--- src/rtl/shift_pkg.sv ---
// Shared types for the shift sequencer: operation encoding and FSM states.
package shift_pkg;

   // The low two bits keep the legacy 4-bit shifter encoding.
   typedef enum logic [2:0] {
      OP_PASS = 3'b000,
      OP_LSL  = 3'b001,
      OP_LSR  = 3'b010,
      OP_CLR  = 3'b011,
      OP_ROL  = 3'b100,
      OP_ROR  = 3'b101,
      OP_ASR  = 3'b110,
      OP_RSVD = 3'b111
   } shift_op_t;

   typedef enum logic [1:0] {
      ST_IDLE  = 2'd0,
      ST_SHIFT = 2'd1,
      ST_DONE  = 2'd2
   } shift_state_t;

endpackage

--- src/rtl/shift_step.sv ---
// One single-bit shift/rotate step; combinational.
module shift_step
   import shift_pkg::*;
#(
   parameter int unsigned WIDTH = 8
) (
   input  logic [WIDTH-1:0] i_value,
   input  shift_op_t        i_op,
   input  logic             i_il,
   input  logic             i_ir,
   output logic [WIDTH-1:0] o_next,
   output logic             o_out
);

   always_comb begin
      o_next = i_value;
      o_out  = 1'b0;
      case (i_op)
         OP_LSL: begin
            o_next = {i_value[WIDTH-2:0], i_il};
            o_out  = i_value[WIDTH-1];
         end
         OP_LSR: begin
            o_next = {i_ir, i_value[WIDTH-1:1]};
            o_out  = i_value[0];
         end
         OP_ROL: begin
            o_next = {i_value[WIDTH-2:0], i_value[WIDTH-1]};
            o_out  = i_value[WIDTH-1];
         end
         OP_ROR: begin
            o_next = {i_value[0], i_value[WIDTH-1:1]};
            o_out  = i_value[0];
         end
         OP_ASR: begin
            o_next = {i_value[WIDTH-1], i_value[WIDTH-1:1]};
            o_out  = i_value[0];
         end
         default: begin
            o_next = i_value;
            o_out  = 1'b0;
         end
      endcase
   end

endmodule

--- src/rtl/shift_sequencer.sv ---
// Multi-cycle shifter: captures an operand on start, steps one bit per clock,
// pulses done on completion.
module shift_sequencer
   import shift_pkg::*;
#(
   parameter int unsigned WIDTH = 8,
   parameter int unsigned AMT_W = $clog2(WIDTH) + 1
) (
   input  logic             clk,
   input  logic             reset,
   input  logic             start,
   input  shift_op_t        op,
   input  logic [AMT_W-1:0] amount,
   input  logic [WIDTH-1:0] data,
   input  logic             il,
   input  logic             ir,
   input  logic             abort,
   output logic [WIDTH-1:0] result,
   output logic             shout,
   output logic             busy,
   output logic             done
);

   shift_state_t     r_state;
   shift_state_t     w_state_nxt;
   shift_op_t        r_op;
   logic             r_il;
   logic             r_ir;
   logic [AMT_W-1:0] r_cnt;
   logic [WIDTH-1:0] r_result;
   logic             r_shout;
   logic [WIDTH-1:0] w_step_val;
   logic             w_step_out;
   logic             w_trivial;

   shift_step #(.WIDTH(WIDTH)) u_step (
      .i_value (r_result),
      .i_op    (r_op),
      .i_il    (r_il),
      .i_ir    (r_ir),
      .o_next  (w_step_val),
      .o_out   (w_step_out)
   );

   assign w_trivial = (op == OP_PASS) || (op == OP_CLR) || (op == OP_RSVD) ||
                      (amount == '0);

   always_ff @(posedge clk or posedge reset) begin
      if (reset) r_state <= ST_IDLE;
      else       r_state <= w_state_nxt;
   end

   always_comb begin
      w_state_nxt = r_state;
      busy        = (r_state != ST_IDLE);
      done        = (r_state == ST_DONE);
      case (r_state)
         ST_IDLE:  if (start) w_state_nxt = w_trivial ? ST_DONE : ST_SHIFT;
         // abort takes priority over the final step
         ST_SHIFT: begin
            if (abort)                        w_state_nxt = ST_IDLE;
            else if (r_cnt == AMT_W'(1))      w_state_nxt = ST_DONE;
         end
         ST_DONE:  w_state_nxt = ST_IDLE;
         default:  w_state_nxt = ST_IDLE;
      endcase
   end

   always_ff @(posedge clk or posedge reset) begin
      if (reset) begin
         r_result <= '0;
         r_shout  <= 1'b0;
         r_cnt    <= '0;
         r_op     <= OP_PASS;
         r_il     <= 1'b0;
         r_ir     <= 1'b0;
      end else begin
         case (r_state)
            ST_IDLE: begin
               if (start) begin
                  r_result <= (op == OP_CLR) ? '0 : data;
                  r_op     <= op;
                  r_il     <= il;
                  r_ir     <= ir;
                  r_cnt    <= amount;
               end
            end
            ST_SHIFT: begin
               if (!abort) begin
                  r_result <= w_step_val;
                  r_shout  <= w_step_out;
                  r_cnt    <= r_cnt - AMT_W'(1);
               end
            end
            default: ;
         endcase
      end
   end

   assign result = r_result;
   assign shout  = r_shout;

endmodule

--- config.mk ---
export PLATFORM = sky130hd
export DESIGN_NAME = shift_sequencer
export DESIGN_NICKNAME = d
export VERILOG_FILES = /design/src/rtl/shift_pkg.sv /design/src/rtl/shift_step.sv /design/src/rtl/shift_sequencer.sv
export SDC_FILE = /design/constraint.sdc
export NUM_CORES = 1
export LEC_CHECK = 0
export BUFFER_PORTS_ARGS = -buffer_cell sky130_fd_sc_hd__clkbuf_2
export CAP_MARGIN = 10
export CORE_ASPECT_RATIO = 1.1
export CORE_MARGIN = 4
export CORE_UTILIZATION = 52
export CTS_CLUSTER_DIAMETER = 150
export CTS_CLUSTER_SIZE = 10
export DETAILED_ROUTE_END_ITERATION = 8
export PLACE_DENSITY = 0.78
export REMOVE_ABC_BUFFERS = 1
export SYNTH_ARGS = -nofsm -noshare
export SYNTH_HDL_FRONTEND = slang
export SYNTH_SLANG_ARGS = --single-unit
--- constraint.sdc ---
create_clock -name clk -period 2.05 [get_ports clk]
set_input_delay 0.3075 -clock clk [delete_from_list [all_inputs] [get_ports clk]]
set_output_delay 0.3075 -clock clk [all_outputs]
set_load 0.05 [all_outputs]
### Word-level counts from Yosys, hierarchy flattened

Cells that the tools add are included.

* add/sub/neg operators: 1
* reductions and logical operators: 16
* equal/unequal tests: 16
* bitwise logic cells: 1
* muxes and demuxes: 14

Operators by type and width (number)
* 8-bit one-hot mux with 5 select lines: 1
* 8-bit 2-to-1 mux: 3
* 8-bit one-hot mux with 2 select lines: 1
* 3-bit equality test, second input constant: 4
* 2-bit 2-to-1 mux: 4
* 4-bit 2-to-1 mux: 2
* 4-bit one-hot mux with 2 select lines: 1
* 3-bit by 2-bit equality test with 1-bit output, second input constant: 2
* 2-bit inequality test, second input constant: 3
* 6-bit by 1-bit inequality test with 1-bit output, second input constant: 1
* 2-bit AND reduction: 3
* 5-bit by 1-bit inequality test with 1-bit output, second input constant: 1
* 5-bit AND reduction: 1
* 4-bit by 1-bit equality test with 1-bit output, second input constant: 1
* 4-bit logical NOT: 1
* 2-bit one-hot mux with 2 select lines: 1
* 4-bit AND reduction: 1
* 2-bit nonzero test: 2
* 4-bit by 1-bit subtractor with 4-bit output, second input constant: 1
* 3-bit by 1-bit equality test with 1-bit output, second input constant: 1
* 3-bit logical NOT: 1
* 1-bit logical OR: 3
* 3-bit inequality test, second input constant: 1
* 3-bit AND reduction: 1
* 7 further kinds: 7

* output and inout port bits: 11
* word-level logic and storage cells: 56
* register bits after elaboration: 20

### Depth between registers and ports, before layout

Gate-level depths: netlist (run 1).

* depth after elaboration: 7
* mapped depth: 6
* mapped depth without buffers: 5

### Hierarchy

From an unflattened synthesis (run 1), not the netlist that was laid out.

* cell total of the unflattened synthesis: 148
* area, all modules: 1478.9 µm²

By module, submodules not included
* shift_sequencer: sequential area each 500.5 µm², area an instance 1072.3 µm², cells each 97, instances 1
* shift_step: sequential area each 0.0 µm², area an instance 406.6 µm², cells each 51, instances 1

### Worst setup path after synthesis (run 1)

OpenSTA, ideal clock, no wires.

* path type: reg-to-reg
* from: register r_state[0]
* to: register r_il
* stages on the path, launching flop included: 4
* slack: 0.458 ns
* clock period less this slack: 1.592 ns
* data arrival time: 1.467 ns
* library setup time: 0.125 ns
* path buffers: 0
* cells stage by stage: dfrtp_1 -> or2_2 -> nor2_2 -> mux2_2

* word-level cells in the longest chain between the ends: 2

Ends and longest elaborated chain
* start: declaration: line shift_sequencer.sv:24 `shift_state_t r_state;`
* start signal: assignment: line shift_sequencer.sv:50 `else r_state <= w_state_nxt;`
* 2-bit logical NOT: line shift_sequencer.sv:78 `case (r_state)`
* 2-bit AND reduction (no source line)
* end signal: assignment: line shift_sequencer.sv:83 `r_il <= il;`
* end: declaration: line shift_sequencer.sv:27 `logic r_il;`

No other way between the ends.
A chain may end at the register's enable or synchronous reset.

### Final worst setup path (run 1)

* from: register r_state[0]
* to: register r_result[4], in the netlist result[4]

* word-level cells in the longest chain between the ends: 3
* elaborated cells between the ends (all ways): 8
* those cells by class: 4 x eq/ne; 1 x mux; 3 x reduce/logical

Ends and longest elaborated chain
* 2-bit by 1-bit equality test with 1-bit output / 2-bit logical NOT (equally long branches): line shift_sequencer.sv:78
* 6-bit by 1-bit inequality test with 1-bit output (no source line), or another cell as far along
* 4-bit AND reduction (no source line)
* end signal: assignment: line shift_sequencer.sv:81 `r_result <= (op == OP_CLR) ? '0 : data;`
* end signal: assignment: line shift_sequencer.sv:90 `r_result <= w_step_val;`
* end: declaration: line shift_sequencer.sv:30 `logic [WIDTH-1:0] r_result;`

Several ways; a longest one is shown, not always the timed one.

==> summary.md, run 1 <==
| Metric | Value |
|---|---|
| # diodes | `0` |
| Post-Synth Simple-Gate Area | `22.95%` |
| # hold bufs at CTS | `0` |
| Inserted Clock Buffers | `3` |
| Mapped Cells | `149` |
| IO Port Bufs | `31` |
| Grt ovf | `0` |
| Layout Nets | `201` |
| DRT Pass-1 Iters | `4` |
| CP max-delay cell | `dfrtp_1` |
| Startpoint Class | `flop` |
| Final Hold Viols | `0` |
| Critical Path AT | `approximately 1.9 ns` |
| Initial antenna violation count | `0` |
| Die H | `60.39 um` |
| Layout fillers | `between 200 and 250` |
| Slew Limit Fails | `0` |
| Minimum clock period | `1.760 ns` |
| Max FO, Critical Path | `10` |
| Slew Limit Headroom | `47.33%` |
| Post-layout util | `63.81%` |
| Cell Area, Synth | `around 1300 um^2` |
| Setup violations, final | `0` |
| Synth Area in Adders | `1.929%` |
| First-pass GRT wire length | `5271 um` |
| Syn-to-layout area delta | `14.08%` |
| Setup crit end kind | `flop` |
| Drt initial violations | `36` |
| Main combinational cell family by area after synthesis | `compound AO/OA/AOI/OAI gates` |
| Detailed-placement wirelength estimate | `between 2000 and 2500 um` |
| Fmax | `568.3 MHz` |
| DRC Markers | `0` |
| Area leader, netlist | `dfrtp_1` |
| FP Rows | `18` |
| WP data required | `~2.2 ns` |
| Flops & latches, synth | `20` |
| WL/cell | `15.42 um` |
| Clock Latency Late Sink | `0.29 ns` |
| H-tree levels | `1` |
| Worst slew pin tran | `a little under 0.8 ns` |
| Compound-gate portion of the synthesized area | `24.98%` |
| Cell Chain, Critical Path | `nand2b_1 > a21oi_4 > buf_4 > and2_1 > a31oi_1` |
| Die area | `3359 um^2` |
| Post-CTS Resized | `0` |
| Final Routed Wirelength | `3177 um` |
| Die X | `55.63 um` |
| Leak Pwr | `0.0006837 uW` |
| Detailed-route via count | `1191` |
| Seq/Total Area, Yosys | `38.57%` |
| Max incr delay on CP | `0.49 ns` |
| Status | `completed` |
| Clock slew at reported path FFs | `0.11 ns` |
| Top cells by area, synth | `dfrtp_1 39%, a21oi_1 5.8%, a31oi_1 4.3%` |
| Max-Cap Viols | `0` |
| Mean area per synthesized cell | `8.708 um^2` |
| Placed cells | `203` |
| Share of the synthesized area in the top cell type | `38.57%` |
| Clk sink count | `20` |
| Mux cell area share after synthesis | `5.882%` |
| Post-route ant nets | `0` |
| Non-filler instance count after layout | `206` |
| Clock Skew | `0.001232 ns` |
| CORE AREA | `~2300 um^2` |
| Maximum clock path buffer count | `2` |
| Tcrit/Tclk final | `85.84%` |
| Hold Path Class | `in -> async` |
| Synth warnings | `0` |
| Power density over cell area | `1433 nW/um^2` |
| # IOs | `32` |
| Highest ir drop seen on vdd | `roughly 0.00092 V` |
| CTS tree | `built` |
| Unrepaired setup endpoints after global routing | `false` |
| Vias in the first global route | `1194` |
| Largest net degree at the start of global routing | `21` |
| Root buffer cell | `clkbuf_4` |
| Vias per Instance | `5.782` |
| Layout cells sized above 1 | `26.14%` |
| Initial core utilization | `55.93%` |
| Yosys cell types | `39` |
| Power consumption | `2121 uW` |
| Setup repair bufs after CTS | `0` |
| Crit path kind | `reg -> reg` |
| Setup TNS | `0 ns` |
| Post-synthesis xor/xnor area fraction | `0%` |
| RePlAce Congestion | `0.8156` |
| GRT Util Overall | `19.82%` |
[state kept, by name (all words and copies together) (netlist names)]
signal	cells
shout	1
r_op	3
r_ir	1
r_il	1
r_cnt	4
r_state	2
result	8
[cell type report]
class,count,area (um^2),area share [%]
multi-input combinational,113,723.2,48.86
sequential,20,500.5,33.81
timing repair buffer,33,170.2,11.50
tap,30,37.54,2.536
inverter,7,26.28,1.775
clock buffer,3,22.52,1.522
[synthesized netlist by cell type]
cell	number
a211o_1	1
a211oi_1	1
a21boi_0	6
a21oi_1	15
a21oi_4	1
a311o_1	1
a31oi_1	9
a31oi_2	1
a32o_1	1
and2_1	2
and2b_1	1
and3_1	8
buf_2	4
buf_6	1
clkbuf_1	3
clkbuf_2	1
dfrtp_1	20
ha_1	2
inv_1	7
mux2_2	5
mux2i_1	2
nand2_1	13
nand2b_1	7
nand3_1	3
nand3b_1	2
nor2_1	7
nor2_2	1
nor2b_1	2
nor3_1	2
nor3b_1	1
nor4_1	1
nor4b_4	1
o21ai_0	9
o21ai_1	3
o22ai_1	1
o31ai_1	1
o32ai_1	1
or2_2	1
or3_1	1
[metal layers]
metal | global-route usage [%] | share of wire, % | wire length (um)
met1 | 22.83 | 42 | 1337
met2 | 37.50 | 52 | 1638
met3 | 2.766 | 4.4 | 139
met4 | 8.333 | 1.9 | 61
met5 | 0 | 0 | 0
[placed cells by master, fill, tap and decap left out, types with 3 or more instances in the layout]
| cell | count |
|---|---|
| dfrtp_1 | 20 |
| nor2_1 | 7 |
| clkbuf_4 | 3 |
| nand3_1 | 3 |
| and3_1 | 8 |
| a21boi_0 | 6 |
| nand2_1 | 13 |
| o21ai_0 | 9 |
| a21oi_1 | 15 |
| clkbuf_2 | 31 |
| a31oi_1 | 9 |
| mux2_2 | 5 |
| inv_1 | 7 |
| nand2b_1 | 7 |
| o21ai_1 | 3 |
[kinds of logic after synthesis]
kind of cell	after synthesis
muxes	7
AOI/OAI and AO/OA	51
and+or+nand+nor	53
adders and majority gates	2
DFF	20
buffers and inverters	16
[path summary, 6_finish.rpt]
kind	slack [ns]	start	endpoint	cells after the start
min in group clk	0.23	data[1]	result[1]$_DFFE_PP0P_	3
max	0.29	r_state[0]$_DFFE_PP0P_	result[4]$_DFFE_PP0P_	5
max reg2reg	0.29	r_state[0]$_DFFE_PP0P_	result[4]$_DFFE_PP0P_	5
min reg2reg	0.51	shout$_DFFE_PP0P_	shout$_DFFE_PP0P_	2
max in group asynchronous	1.44	reset	result[4]$_DFFE_PP0P_	2
min	0.12	reset	result[5]$_DFFE_PP0P_	2
[through the flow]
| step | area, um^2 | hold WS [ns] | setup slack [ns] |
|---|---|---|---|
| after floorplan | 1250 | 0.2713 | 0.4091 |
| after global placement | 1458 | 0.4588 | 0.4132 |
| after detailed placement | 1458 | 0.4818 | 0.3253 |
| after CTS | 1480 | 0.1489 | 0.3090 |
| after global routing | 1480 | 0.1807 | 0.1989 |
| final | 1480 | 0.1243 | 0.2902 |
[critical path, delay by kind of cell, from the launching register on]
family / cells / cell delay (ns)
simple gates: 2 / 0.53
flops: 1 / 0.49
compound gates: 2 / 0.39
buf+inv: 1 / 0.22
[report_power, final]
group | internal, uW | switching, uW
sequential | 559 | 228
combinational | 401 | 747
clock | 68.4 | 117
total | 1030 | 1090
(Power assumes the default switching activity.)
==> inputs of run 2 (changes only) <==
Settings changed: CORE_ASPECT_RATIO 1.1 to 1.75.
==> run 2 against run 1 <==
- sequential share of layout area fell by 0.11 points
- clock power rose by 38%
- first-iteration DRC count rose by 14%
- final cell count fell by 2.9%
- sequential power barely moved
- design area rose by 0.34%
- utilization fell by 0.094 points
- global-route usage rose by 1.4 points
- die area rose by 0.91%
- worst setup slack improved by 0.091 ns
- wire length fell by 0.22%
- combinational power barely moved
- largest power group unchanged
- highest routed layer unchanged
==> summary.md, run 2 (synthesis results as in run 1) <==
| Metric | Value |
|---|---|
| Commonest non-fill, non-tap cell in the layout | `clkbuf_2` |
| Area post-placement | `1444 um^2 (-0.94%)` |
| Vias per Instance | `6.050 (+4.6%)` |
| First-pass GRT wire length | `5402 um (+2.5%)` |
| Grt ovf | `0 (unchanged)` |
| Drt initial violations | `41 (+14%)` |
| WL/cell | `15.85 um (+2.8%)` |
| Highest ir drop seen on vdd | `0.0007783 V (-16%)` |
| Detailed-route via count | `1210 (+1.6%)` |
| Finished Cell Area | `1485 um^2 (+0.34%)` |
| Setup violations, final | `0 (unchanged)` |
| RePlAce Congestion | `0.8543 (+4.7%)` |
| Initial antenna violation count | `0 (unchanged)` |
| Post-CTS Resized | `0 (unchanged)` |
| Maximum clock path buffer count | `2 (unchanged)` |
| # diodes | `0 (unchanged)` |
| Hold Path Class | `in -> async` |
| Root buffer cell | `clkbuf_8` |
| Slew Limit Headroom | `47.96% (+0.63 points)` |
| Clock slew at reported path FFs | `0.07 ns (-0.04 ns)` |
| Power density over cell area | `1474 nW/um^2 (+2.9%)` |
| Worst slew pin tran | `0.7798 ns (-0.009461 ns)` |
| Post-layout util | `63.71% (-0.094 points)` |
| Slew Limit Fails | `0 (unchanged)` |
| Crit path kind | `reg -> reg` |
| Layout Nets | `200 (-0.50%)` |
| Status | `completed` |
| H-tree levels | `1 (unchanged)` |
| Setup crit end kind | `flop` |
| GRT Util Overall | `21.20% (+1.4 points)` |
| Die H | `74.08 um (+23%)` |
| Layout cells sized above 1 | `25.71% (-0.42 points)` |
| Setup repair bufs after CTS | `0 (unchanged)` |
| Critical Path AT | `1.85 ns (-0.09 ns)` |
| IO Port Bufs | `31 (unchanged)` |
| CORE AREA | `2331 um^2 (+0.49%)` |
| Tcrit/Tclk final | `81.40% (-4.4 points)` |
| Leak Pwr | `0.0006864 uW (+0.39%)` |
| Largest net degree at the start of global routing | `21 (unchanged)` |
| FP Rows | `23 (+5)` |
| Clk sink count | `20 (unchanged)` |
| Inserted Clock Buffers | `3 (unchanged)` |
| DRC Markers | `0 (unchanged)` |
| Placed cells | `197 (-3.0%)` |
| # IOs | `32 (unchanged)` |
| Syn-to-layout area delta | `14.46%` |
| Clock Latency Late Sink | `0.26 ns (-0.03 ns)` |
| Die X | `45.76 um (-18%)` |
| Initial core utilization | `55.66% (-0.27 points)` |
| Final Hold Viols | `0 (unchanged)` |
| Unrepaired setup endpoints after global routing | `false` |
| Detailed-placement wirelength estimate | `2383 um (-0.89%)` |
| WP data required | `2.23 ns (about the same)` |
| Max-Cap Viols | `0 (unchanged)` |
| Vias in the first global route | `1254 (+5.0%)` |
| Clock Skew | `0.003390 ns (+0.002157 ns)` |
| DRT Pass-1 Iters | `4 (unchanged)` |
| Post-route ant nets | `0 (unchanged)` |
| # hold bufs at CTS | `0 (unchanged)` |
| Non-filler instance count after layout | `200 (-2.9%)` |
| Die area | `3390 um^2 (+0.91%)` |
| Max FFs per register | `8 (unchanged)` |
| Power consumption | `2189 uW (+3.2%)` |
| Setup TNS | `0 ns (unchanged)` |
| Minimum clock period | `1.669 ns (-0.09115 ns)` |
| Max FO, Critical Path | `14 (+4)` |
| Final Routed Wirelength | `3170 um (-0.22%)` |
| CTS tree | `built` |
| Most frequent cells in the layout | `31 x clkbuf_2, 20 x dfrtp_1, 15 x a21oi_1` |
| Startpoint Class | `flop` |
| Fmax | `599.3 MHz (+5.5%)` |
run 2: changes by cell type in the layout (fill, tap and decap cells not counted), sizes merged:
cell  previous run  this run
buf              2         1
run 2: area by class of cell:
cell class | instances | area [um^2]
Clock buffer | 3 | 41.29
Fill cell | 211 | 845.8
Inverter | 7 | 26.28
Multi-Input combinational cell | 113 | 723.2
Sequential cell | 20 | 500.5
Tap cell | 25 | 31.28
Timing Repair Buffer | 32 | 162.7
run 2: worst paths after layout:
path	from	end	slack, ns	cells past startpoint
setup reg to reg	r_op[0]$_DFFE_PP0P_	result[0]$_DFFE_PP0P_	0.38	4
hold reg to reg	shout$_DFFE_PP0P_	shout$_DFFE_PP0P_	0.49	2
min in group clk	data[2]	result[2]$_DFFE_PP0P_	0.28	3
hold / removal	reset	result[4]$_DFFE_PP0P_	0.16	2
max in group asynchronous	reset	result[7]$_DFFE_PP0P_	1.40	2
setup / recovery	r_op[0]$_DFFE_PP0P_	result[0]$_DFFE_PP0P_	0.38	4
run 2: critical path, cell delays in order, from the launching register on:
cell and delay [ns]:
dfrtp_1 0.59, nand2b_1 0.45, o21ai_0 0.14, a211o_1 0.26, a31oi_1 0.15
run 2: stage by stage:
stage / hold slack (ns) / setup slack (ns)
6_report: 0.1629 / 0.3814
5_1_grt: 0.2352 / 0.2090
4_1_cts: 0.1951 / 0.3798
3_5_place_dp: 0.4690 / 0.3947
3_3_place_gp: 0.4567 / 0.4213
2_1_floorplan: 0.2713 / 0.4091
run 2: per-layer routing:
metal	global-route usage [%]	vias up	wire, um	share of wire, %
met2	35.93	39	1703	54
met1	25.42	575	1222	39
met4	10.76	0	72	2.3
met3	2.663	7	172	5.4
li1	-	589	-	-
met5	0	-	0	0
run 2: report_power, final:
group          internal (uW)  total (uW)  switching [uW]
Sequential               560         785             224
Clock                    131         257             126
Combinational            395        1150             752
==> inputs of run 3 (changes only) <==
Settings changed: CORE_UTILIZATION 52 to 47, PLACE_DENSITY 0.78 to 0.75.
Clock period 2.05 ns to 1.45 ns, I/O delays scaled along.
==> run 3 against run 2 <==
- the run now ends with negative setup slack left
- global-route usage is 0.76 points lower
- worst setup slack worse by 0.43 ns
- hold slack better by 0.020 ns
- sequential share of layout area is 4.4 points lower
- final cell count is 12% higher
- count of clock-buffer cells in the layout is 1 higher
- utilization is 0.29 points higher
- non-clock buffer count is 20 higher
- clock skew is 0.0026 ns higher
- critical endpoint is now result[7]$_DFFE_PP0P_
- highest routed layer unchanged
==> summary.md, run 3 (synthesis results as in run 1) <==
| Metric | Value |
|---|---|
| Status | `finished with violations` |
| Failing checks | `negative setup slack` |
| Hold Path Class | `in -> reg` |
| RePlAce Congestion | `0.8886 (+4.0%)` |
| Worst setup startpoint | `r_state[0]$_DFFE_PP0P_` |
| FP Rows | `25 (+8.7%)` |
| Maximum clock path buffer count | `2 (unchanged)` |
| Die H | `77.51 um (+4.6%)` |
| Vias in the first global route | `1269 (+1.2%)` |
| Minimum clock period | `1.503 ns (-0.1654 ns)` |
| Max FFs per register | `8 (unchanged)` |
| CORE AREA | `2690 um^2 (+15%)` |
| Setup violations, final | `2 (+2)` |
| Leak Pwr | `0.0008092 uW (+18%)` |
| WL/cell | `15.88 um (+0.18%)` |
| Clock slew at reported path FFs | `0.08 ns (about the same)` |
| Fmax | `665.2 MHz (+11%)` |
| GRT Util Overall | `20.44% (-0.76 points)` |
| Inserted Clock Buffers | `3 (unchanged)` |
| Most frequent cells in the layout | `29 x clkbuf_2, 17 x dfrtp_1, 16 x buf_4` |
| DRT Pass-1 Iters | `4 (unchanged)` |
| Slew Limit Headroom | `70.35% (+22 points)` |
| H-tree levels | `1 (unchanged)` |
| # IOs | `32 (unchanged)` |
| Finished Cell Area | `1722 um^2 (+16%)` |
| Final WS setup | `-0.05326 ns (-0.4346 ns)` |
| Syn-to-layout area delta | `32.69%` |
| WP data required | `1.60 ns (-0.63 ns)` |
| Crit path kind | `reg -> reg` |
| Setup crit end kind | `flop` |
| Initial antenna violation count | `0 (unchanged)` |
| Unrepaired setup endpoints after global routing | `true` |
| Layout fillers | `237 (+12%)` |
| DRC Markers | `0 (unchanged)` |
| Layout cells sized above 1 | `38.78% (+13 points)` |
| Post-layout util | `64.00% (+0.29 points)` |
| IO Port Bufs | `31 (unchanged)` |
| Clock Skew | `0.005952 ns (+0.002562 ns)` |
| First-pass GRT wire length | `5595 um (+3.6%)` |
| Slew Limit Fails | `0 (unchanged)` |
| Commonest non-fill, non-tap cell in the layout | `clkbuf_2` |
| # diodes | `0 (unchanged)` |
| Drt initial violations | `56 (+37%)` |
| Startpoint Class | `flop` |
| Final Routed Wirelength | `3541 um (+12%)` |
| Min-delay src | `data[3]` |
| Vias per Instance | `5.906 (-2.4%)` |
| Area post-placement | `1567 um^2 (+8.5%)` |
| Worst slew pin tran | `0.4406 ns (-0.3391 ns)` |
| Post-route ant nets | `0 (unchanged)` |
| Tcrit/Tclk final | `103.7% (+22 points)` |
| CTS tree | `built` |
| Clock Latency Late Sink | `0.27 ns (about the same)` |
| Root buffer cell | `clkbuf_8` |
| Placed cells | `215 (+9.1%)` |
| Initial core utilization | `48.23% (-7.4 points)` |
| Die area | `3698 um^2 (+9.1%)` |
| Largest net degree at the start of global routing | `21 (unchanged)` |
| Detailed-placement wirelength estimate | `2553 um (+7.1%)` |
| Power density over cell area | `2020 nW/um^2 (+37%)` |
| Critical Path AT | `1.65 ns (-0.20 ns)` |
| R2r startpoint | `r_state[0]$_DFFE_PP0P_` |
| Max FO, Critical Path | `5 (-9)` |
| Layout Nets | `220 (+10%)` |
| Grt ovf | `0 (unchanged)` |
| Non-filler instance count after layout | `223 (+12%)` |
| Clk sink count | `20 (unchanged)` |
| Final Hold Viols | `0 (unchanged)` |
| Max-Cap Viols | `0 (unchanged)` |
| Highest ir drop seen on vdd | `0.001274 V (+64%)` |
| Detailed-route via count | `1317 (+8.8%)` |
| Worst hold slack | `0.1831 ns (+0.02020 ns)` |
| Die X | `47.72 um (+4.3%)` |
[run 3: cell count changes in the layout (fill, tap and decap cells not counted), moves of 3 or more]
cell / before / now
buf_6: 0 / 4
dfrtp_1: 20 / 17
buf_4: 1 / 16
dfrtp_2: 0 / 3
[run 3: area by class of cell]
cell class / instances / area (um^2) / area share [%]
sequential: 20 / 504.2 / 29.29
tap: 27 / 33.78 / 1.962
multi-input combinational: 113 / 760.7 / 44.19
inverter: 7 / 26.28 / 1.526
timing repair buffer: 52 / 341.6 / 19.84
clock buffer: 4 / 55.05 / 3.198
[run 3: routing by layer]
layer	part of all wire [%]	vias to the layer above	track usage (%)	wire (um)
li1	-	629	-	-
met1	37	636	24.27	1320
met2	55	46	33.02	1940
met3	5.7	6	3.480	201
met4	2.2	0	10.51	78
met5	0	-	0	0
[run 3: power breakdown]
group	total, uW	switching (uW)	internal, uW
Clock	436	194	242
Combinational	1970	1190	784
Sequential	1070	272	798
[run 3: critical path, stage by stage, from the launching register on]
cell and delay (ns):
dfrtp_1 0.43, nand2b_1 0.21, a21oi_4 0.19, nor3b_2 0.22
mux2_2 0.35
[run 3: worst paths after layout]
kind / end / slack (ns) / depth (start not counted)
worst min-delay path: result[3]$_DFFE_PP0P_ / 0.18 / 3
worst max register to register: result[7]$_DFFE_PP0P_ / -0.05 / 4
min in group asynchronous: r_cnt[0]$_DFFE_PP0P_ / 0.49 / 4
max in group asynchronous: r_op[2]$_DFFE_PP0P_ / 0.71 / 4
worst max-delay path: result[7]$_DFFE_PP0P_ / -0.05 / 4
worst min register to register: shout$_DFFE_PP0P_ / 0.49 / 2
[run 3: per-stage QoR]
step           setup WS [ns]  total power [uW]  TNS [ns]
4_1_cts             0.004897              3364         0
6_report            -0.05326              3477  -0.05536
5_1_grt             -0.08051              3719   -0.5020
2_1_floorplan        -0.1909              2299   -0.7585
3_5_place_dp        -0.05723              2894   -0.2396
3_3_place_gp         0.01307              2843         0
[run 3: repair_timing]
| action | 4_1_cts | 5_1_grt |
|---|---|---|
| cloned | 0 | 0 |
| endpoints found under the hold margin | 20 | 0 |
| endpoints found under the setup margin | 12 | 15 |
| resized for setup | 6 | 17 |
| pin swaps | 0 | 3 |
| setup buffers | 0 | 3 |
| hold buffers | 1 | 0 |
